## config.mk

```make
export PLATFORM = sky130hd
export DESIGN_NAME = runahead_event_source
export DESIGN_NICKNAME = d
export VERILOG_FILES = /design/src/rtl/runahead_event_source.sv
export SDC_FILE = /design/constraint.sdc
export NUM_CORES = 2
export LEC_CHECK = 0
export CORE_MARGIN = 5
export CORE_UTILIZATION = 41
export DETAILED_ROUTE_END_ITERATION = 12
export GPL_TIMING_DRIVEN = 0
export SLEW_MARGIN = 20
export SYNTH_ARGS = -nofsm -noshare
export SYNTH_HDL_FRONTEND = slang
export SYNTH_SLANG_ARGS = --single-unit
export TNS_END_PERCENT = 1
```

## constraint.sdc

```tcl
create_clock -name clock -period 23.8 [get_ports clock]
set_input_delay 2.38 -clock clock [delete_from_list [all_inputs] [get_ports clock]]
set_output_delay 2.38 -clock clock [all_outputs]
set_load 0.05 [all_outputs]
```

## src/rtl/runahead_event_source.sv

```systemverilog
// Runahead difftest event source: tracks runahead mode, hands out monotonic
// checkpoint IDs to branches, keeps outstanding checkpoints in a circular
// table and emits one instruction or replay event per cycle to the sink.
module runahead_event_source #(
   parameter int unsigned DEPTH    = 8,
   parameter logic [7:0]  CORE_ID  = 8'd0,
   parameter logic [7:0]  LANE_IDX = 8'd0
) (
   input  logic        clock,
   input  logic        reset,
   input  logic        ra_enter,
   input  logic        ra_exit,
   input  logic        in_valid,
   output logic        in_ready,
   input  logic [63:0] in_pc,
   input  logic        in_branch,
   input  logic        in_may_replay,
   input  logic        rs_valid,
   input  logic        rb_valid,
   input  logic [63:0] rb_id,
   output logic [7:0]  ev_coreid,
   output logic [7:0]  ev_index,
   output logic        ev_valid,
   output logic        ev_branch,
   output logic        ev_may_replay,
   output logic [63:0] ev_pc,
   output logic [63:0] ev_checkpoint_id,
   output logic        err
);

   localparam int unsigned IW = (DEPTH > 1) ? $clog2(DEPTH) : 1;
   localparam int unsigned AW = 64;

   typedef enum logic {IDLE, RUN} state_t;

   state_t          state;
   logic [AW-1:0]   oldest_id;
   logic [AW-1:0]   next_id;
   logic [AW-1:0]   slots [DEPTH];

   logic [AW-1:0]   count;
   logic [AW-1:0]   oldest_after_rs;
   logic [AW-1:0]   instr_id;
   logic            full;
   logic            rs_ok;
   logic            rb_legal;
   logic            exit_now;
   logic            accept;

   assign ev_coreid = CORE_ID;
   assign ev_index  = LANE_IDX;

   // Occupancy and handshake; full is taken before any same-cycle resolve.
   assign count           = next_id - oldest_id;
   assign full            = (count == AW'(DEPTH));
   assign in_ready        = (state == RUN) & ~full & ~rb_valid;
   assign exit_now        = (state == RUN) & ra_exit;
   assign accept          = in_valid & in_ready & ~ra_exit;
   assign rs_ok           = rs_valid & (count != '0);
   assign oldest_after_rs = oldest_id + AW'(rs_ok);
   assign rb_legal        = (rb_id >= oldest_after_rs) && (rb_id < next_id);
   assign instr_id        = in_branch ? next_id
                          : ((count != '0) ? (next_id - AW'(1)) : '0);

   // Mode FSM, checkpoint bookkeeping and registered event payload.
   always_ff @(posedge clock or negedge reset) begin
      if (!reset) begin
         state            <= IDLE;
         oldest_id        <= AW'(1);
         next_id          <= AW'(1);
         ev_valid         <= 1'b0;
         ev_branch        <= 1'b0;
         ev_may_replay    <= 1'b0;
         ev_pc            <= '0;
         ev_checkpoint_id <= '0;
         err              <= 1'b0;
         for (int i = 0; i < int'(DEPTH); i++) slots[i] <= '0;
      end else begin
         ev_valid <= 1'b0;
         if (exit_now) begin
            // Leaving runahead flushes all checkpoints; IDs are never reused.
            state     <= IDLE;
            oldest_id <= next_id;
         end else begin
            if (state == IDLE && ra_enter) state <= RUN;
            if (rs_valid) begin
               if (rs_ok) oldest_id <= oldest_after_rs;
               else       err       <= 1'b1;
            end
            if (state == RUN && rb_valid) begin
               if (rb_legal) begin
                  next_id          <= rb_id + AW'(1);
                  ev_valid         <= 1'b1;
                  ev_branch        <= 1'b1;
                  ev_may_replay    <= 1'b1;
                  ev_pc            <= slots[rb_id[IW-1:0]];
                  ev_checkpoint_id <= rb_id;
               end else begin
                  err <= 1'b1;
               end
            end else if (accept) begin
               if (in_branch) begin
                  slots[next_id[IW-1:0]] <= in_pc;
                  next_id                <= next_id + AW'(1);
               end
               ev_valid         <= 1'b1;
               ev_branch        <= in_branch;
               ev_may_replay    <= in_may_replay;
               ev_pc            <= in_pc;
               ev_checkpoint_id <= instr_id;
            end
         end
      end
   end

endmodule

```

* Word-level counts from Yosys, hierarchy flattened
Cells that the tools add are included.
** Storage, ports and cells
- ROM bits :: 0
- Output and inout port bits :: 149
- Bits of input ports :: 137
- Register bits after elaboration :: 773
- Memory bits (writable) :: 0
- Latch bits :: 0
- Memories :: 0
** Operators by class
- Multipliers :: 0
- Reduce and logical (&&, ||, !) cells :: 14
- Shift operators :: 0
- Divide/modulo/power cells :: 0
- Add/subtract/negate cells :: 5
- Magnitude comparators :: 5
- Mux-type cells :: 36
- Eq/ne operators :: 2
- Bitwise logic cells :: 14
** Operators by type and width (count)
- $mux 64 :: 18
- $bwmux 512 :: 1
- $bmux 64 s3 :: 1
- $demux 64 s3 :: 1
- $add 64x1->64 const B :: 2
- $add 64x1->64 :: 1
- $eq 64x4->1 const B :: 1
- $ge 64x64->1 :: 1
- $lt 64x64->1 :: 1
- $reduce_bool 64->1 :: 1
- $sub 64x1->64 const B :: 1
- $sub 64x64->64 :: 1
- $mux 1 :: 15
- $reduce_bool 2->1 :: 5
- $ge 4x4->1 const B :: 2
- $not 3->4 :: 2
- $reduce_and 4->1 :: 2
- $and 1x1->1 :: 6
- $not 1->1 :: 6
- $logic_and 1x1->1 :: 4
- $lt 4x1->1 const B :: 1
- $reduce_and 3->1 :: 1
- $ne 2x2->1 const B :: 1
- $reduce_and 2->1 :: 1

* Depth between registers and ports, before layout
- Depth in word-level cells :: 10
- Mapped depth :: 46
- Gate-level depth less buffers :: 39

* Least setup slack after synthesis
OpenSTA, ideal clock, no wires.
- Path type :: register to register
- From :: register next_id[0]
- To :: register slots[259] in the netlist's numbering
- Arrival :: 9725 ps
- Required time :: 23675 ps
- Setup slack :: 13950 ps
- Stages on the path, launching flop included :: 44
- Cells stage by stage :: dfstp_2 -> clkbuf_1 -> inv_1 -> ha_1 -> nand3b_1 -> a211oi_1 -> a211oi_1 -> or4_1 -> buf_2 -> a211oi_1 -> nor3_1 -> o2bb2a_1 -> o2111ai_1 -> or4_4 -> o31a_1 -> clkbuf_1 -> ha_1 -> and3_1 -> [8 not listed] -> nand3_1 -> xnor2_1 -> ha_1 -> a21o_1 -> a21o_1 -> a21o_1 -> a21o_1 -> a21o_1 -> a21o_1 -> a21oi_1 -> o21ai_0 -> a21oi_1 -> or3_1 -> nor3_1 -> buf_2 -> nand4_2 -> buf_2 -> mux2_2
** Between the ends
- Longest elaborated chain between the ends :: 8
- Elaborated cells on any way between the ends :: 15
- Classes of those cells :: add/sub: 1; order compare: 2; eq/ne: 1; mux: 3; bitwise: 6; reduce/logical: 2
** Ends and longest elaborated chain
- start, declared :: line 38 : logic [AW-1:0] next_id;
- start signal, assigned :: line 92 : next_id <= rb_id + AW'(1);
- start signal, assigned :: line 104 : next_id <= next_id + AW'(1);
- $sub 64x64->64 :: line 54 : assign count = next_id - oldest_id;
- $eq 64x4->1 :: line 55 : assign full = (count == AW'(DEPTH));
- $not 1->1 :: line 56 : assign in_ready = (state == RUN) & ~full & ~rb_valid;
- $and 1x1->1 (2 in a row) :: line 56
- $and 1x1->1 (2 in a row) :: line 58 : assign accept = in_valid & in_ready & ~ra_exit;
- $reduce_and 4->1 (no source line)
- end signal, assigned by index :: line 103 : slots[next_id[IW-1:0]] <= in_pc;
- end, declared :: line 39 : logic [AW-1:0] slots [DEPTH];
Several ways; a longest one is shown, not always the timed one.
A chain may end at the register's enable or synchronous reset.

* Final worst setup path
- From :: register next_id[0]
- To :: register next_id[44]
** Between the ends
- Longest elaborated chain between the ends :: 9
- Elaborated cells on any way between the ends :: 20
- Classes of those cells :: add/sub: 3; order compare: 2; eq/ne: 2; mux: 3; bitwise: 6; reduce/logical: 4
** Ends and longest elaborated chain
- parallel branches: the longest is 9 deep, another holds $sub 64x64->64
Parallel ways; which one is timed is not known. The select of a mux whose other input is x is not followed.

==> impl.org <==
** Floorplanning
- Die span in x :: roughly 350 um
- Number of top-level design ports :: 286
- Core Rows :: 125
- The core region is between 100000 and 150000 um^2.
- Total Die Area :: around 120000 um^2
- The floorplan step set the die height to 351 um.
- Starting density of the core :: 41.1%

** Critical path
- Worst R2R Setup Slack :: 9240 ps
- Timing endpoint of the critical path :: next_id[44]
- Source of the worst register-to-register timing path :: next_id[0]
- In this run the critical register-to-register path is captured at next_id[44].
- Tracing the worst setup path back leads to its startpoint at next_id[0].
- The worst setup path is captured at a register.
- Crit path depth :: 38
- CP Buf/Inv Count :: 6
- CP Max Fanout :: 10
- The worst register-to-register path has a depth of 38.
- Critical path class :: register to register
- For the worst setup path, the data arrival time is around 15000 ps.
- Cell type group with the largest total delay on the critical path :: simple AND/OR/NAND/NOR gates
- Slowest cell on crit path :: clkbuf_1
- CP Data Required Time :: about 24000 ps
- STA classifies the critical path startpoint as a register.
- CP max stage delay :: approximately 940 ps

** Synth
- Largest area contributor in the netlist :: dfrtp_1
- Register area share after synthesis :: 40.7%
- Counting every instance in the synthesized netlist gives 4737.
- By area, the combinational part of the netlist is dominated by multiplexers.
- In this run, synthesis inferred 0 flip-flops with an integrated enable.
- Share of flip-flops with an asynchronous set or reset after synthesis :: 100%
- Summing the areas of all compound-gate instances in the mapped netlist gives around 14% of the synthesized area.
- Ys Warns :: 0
- The synthesized netlist devotes 5.10% of its cell area to adder and majority cells.
- Post-synthesis share of cell area spent on xor and xnor gates :: 3.83%
- The cell area that synthesis handed to floorplanning was 47600 um^2.
- Counting flops and latches in the post-synthesis netlist gives 773.
- Area share of the leading cell type in the synthesized netlist :: 40.6%
- Measured against the total synthesized area, the mux share comes to 18.9%.
- Sorting the synthesized cells by area gives the leading types as dfrtp_1 41%, mux2_2 12%, mux4_2 6.1%.
- Avg Inst Size Synth :: 10.0 um^2
- In this run, distinct cell masters in the synthesized netlist total 90.
- For this run, the leading register cell type out of synthesis is dfrtp_1.
- Area fraction in and, or, nand and nor cells after synthesis :: 13.4%

** Clock network
- Cts repair resizes :: 0
- Clock-pin slew was measured on the worst setup and hold paths at around 70 ps.
- H-tree depth :: 3
- Clock buffers created by TritonCTS :: 84
- Clk sink count :: 773
- The number of hold buffers added after CTS was 0.
- Clock tree synthesis selected as its root buffer the cell clkbuf_16.
- Number of post-CTS setup repair buffers :: 0
- The clock passes through at most 3 buffers.
- At the later pin of the worst-skew pair, clock insertion delay measures 660 ps.
- TritonCTS built the clock tree.

** Placement
- Input/output buffers :: 267
- Placer Congestion :: 0.983
- Detailed placer's ending HPWL :: approximately 130000 um

** Worst hold path
- The path class of the tightest hold or removal check is register to register.

** Power
- Net switching is 45.1% of the power.
- Portion of total power attributed to the clock network :: 21.6%
- Internal power consumption :: ~3500 uW
- The worst-case IR drop observed on VDD is between 60 and 70 uV.
- Registers are responsible for 29.8% of the overall power.
- Combinational share of power :: 48.6%
- Pwr Density :: 115 nW/um^2
- For this design the total switching power over the nets is about 2900 uW.
- Summed over all cells, the static leakage comes to around 0.024 uW.

** Global routing
- The number of global-route vias before repair was roughly 40k.
- Gr ovfl total :: 0
- Largest net degree at the start of global routing :: 94
- The number of antenna violations at the first check in global routing came to 18.
- First-pass GRT wire length :: 262000 um
- Total global routing track utilization :: ~28%

** STA
- For the pin with the worst max-slew slack, the measured transition is roughly 1300 ps.
- Shortest clock period the worst path allows after layout :: between 10000 and 15000 ps
- Post-route fraction of the period consumed by the critical path :: 61.2%
- Setup repair after global routing left no endpoint under its margin.
- Worst-case headroom to the max-slew limit :: 14.4%
- Endpoints failing hold :: 0
- Across all hold checks on the routed design, the worst slack comes to 475 ps.
- Max Clock Freq :: 0.0687 GHz
- Final setup viols :: 0
- Setup_tns :: 0 ps
- Setup Skew :: 34.7 ps
- The count of pins over their slew limit came to 0.

** Outcome
- Result of the run :: complete, no violations

** Drt
- DR pass1 iterations :: 6
- Post-DR wirelength/cell :: 26.3 um
- For this block, the routed nets add up to 177000 um of wire.
- Drt initial violations :: 3702
- Vias after detailed routing :: 39.9k
- In the routed layout, each cell is associated on average with a via count of 5.94.
- Once detail routing completed, the nets flagged for antenna violations numbered 0.
- DRC errors left :: 0

** Layout
- Fill cells in the final layout number 10.9k.
- Layout cell share with drive strength beyond 1 :: between 10% and 20%
- Net count reported at finish :: 5449
- Relative to the synthesized area, the layout overhead comes to 16.6%.
- Measured on the finished design, the core utilization comes to between 40 and 50%.

** Run
- Across the run, the number of max-cap violations was 0.
-- Yosys cell counts (103+ instances only) --
cell type / instances
a21oi_1: 341
clkbuf_1: 185
ha_1: 194
xnor2_1: 197
nor2_1: 233
nand2_1: 572
mux4_2: 128
nand4_1: 103
mux2_2: 503
dfrtp_1: 771
nor3_1: 120
o21ai_0: 262
inv_1: 155
-- registers in the layout (all words and copies together) (netlist names) --
name,flops
oldest_id,64
next_id,64
err,1
slots,512
ev_may_replay,1
state,1
ev_branch,1
ev_checkpoint_id,64
ev_pc,64
ev_valid,1
-- power groups by stage --
stage	sequential, uW	combinational (uW)	clock (uW)
global route	1940	3350	1460
finish	1900	3110	1380
floorplan	2160	1700	0
detailed placement	1910	3050	0
global placement	1920	3040	0
CTS	1890	3070	1400
-- area by class of cell --
type / count / area (um^2) / area share, %
multi-input combinational: 3504 / 26300 / 47.4
sequential: 773 / 19300 / 34.9
timing repair buffer: 280 / 2980 / 5.37
clock buffer: 116 / 2430 / 4.39
tap: 1524 / 1910 / 3.44
buffer: 319 / 1400 / 2.52
inverter: 156 / 586 / 1.06
clock inverter: 39 / 475 / 0.857
antenna: 13 / 32.5 / 0.0586
-- logic make-up after synthesis --
logic type,count (synthesis)
AOI/OAI and AO/OA,1056
xor gates and xnor gates,208
adders and majority gates,194
buffers and inverters,475
DFF,773
muxes,673
other,1
and+or+nand+nor,1357
-- layer usage --
metal / GRT usage [%] / part of all wire (%)
met5: 0 / 0.030
met4: 13.4 / 5.3
met3: 6.65 / 8.2
met2: 45.1 / 45
met1: 36.5 / 41
-- how the worst min path moves through the flow --
stage | from | to | slack [ps] | cells after the start
after floorplan | slots[123] | slots[123] | 450 | 1
after global placement | slots[508] | slots[508] | 460 | 1
after detailed placement | slots[124] | slots[124] | 470 | 1
after CTS | slots[124] | slots[124] | 480 | 1
after global routing | ev_pc[7] | ev_pc[7] | 500 | 2
final | ev_pc[56] | ev_pc[56] | 470 | 2
-- cells in the final DEF (no fill, tap or decap), types with 54 or more instances in the layout --
cell type	count
a31oi_1	54
ha_1	194
clkdlybuf4s50_1	266
nand2_1	572
a21o_1	77
clkbuf_1	197
nor3_1	120
nand3_1	91
a21oi_1	341
and3_1	54
inv_1	155
mux4_2	128
nor2_1	233
clkbuf_16	85
mux2_2	503
buf_2	82
nand4_1	103
o21ai_0	262
dfrtp_1	771
xnor2_1	197
-- worst min-delay path, cell delays in order (launching register included) --
cell and delay [ps]:
dfrtp_1 340, nand2_1 40, o21ai_0 60
-- through the flow --
stage / worst slack (ps) / total power [uW] / area, um^2 / std cells
final: 9240 / 6390 / 55500 / 6724
after global routing: 8740 / 6740 / 55500 / 6716
after CTS: 9430 / 6370 / 55400 / 6711
after detailed placement: 9550 / 4970 / 52500 / 6556
after global placement: -15610 / 4960 / 52200 / 6543
after floorplan: 13950 / 3860 / 47600 / 4752
Note: power is estimated with default switching activity, not from simulation.
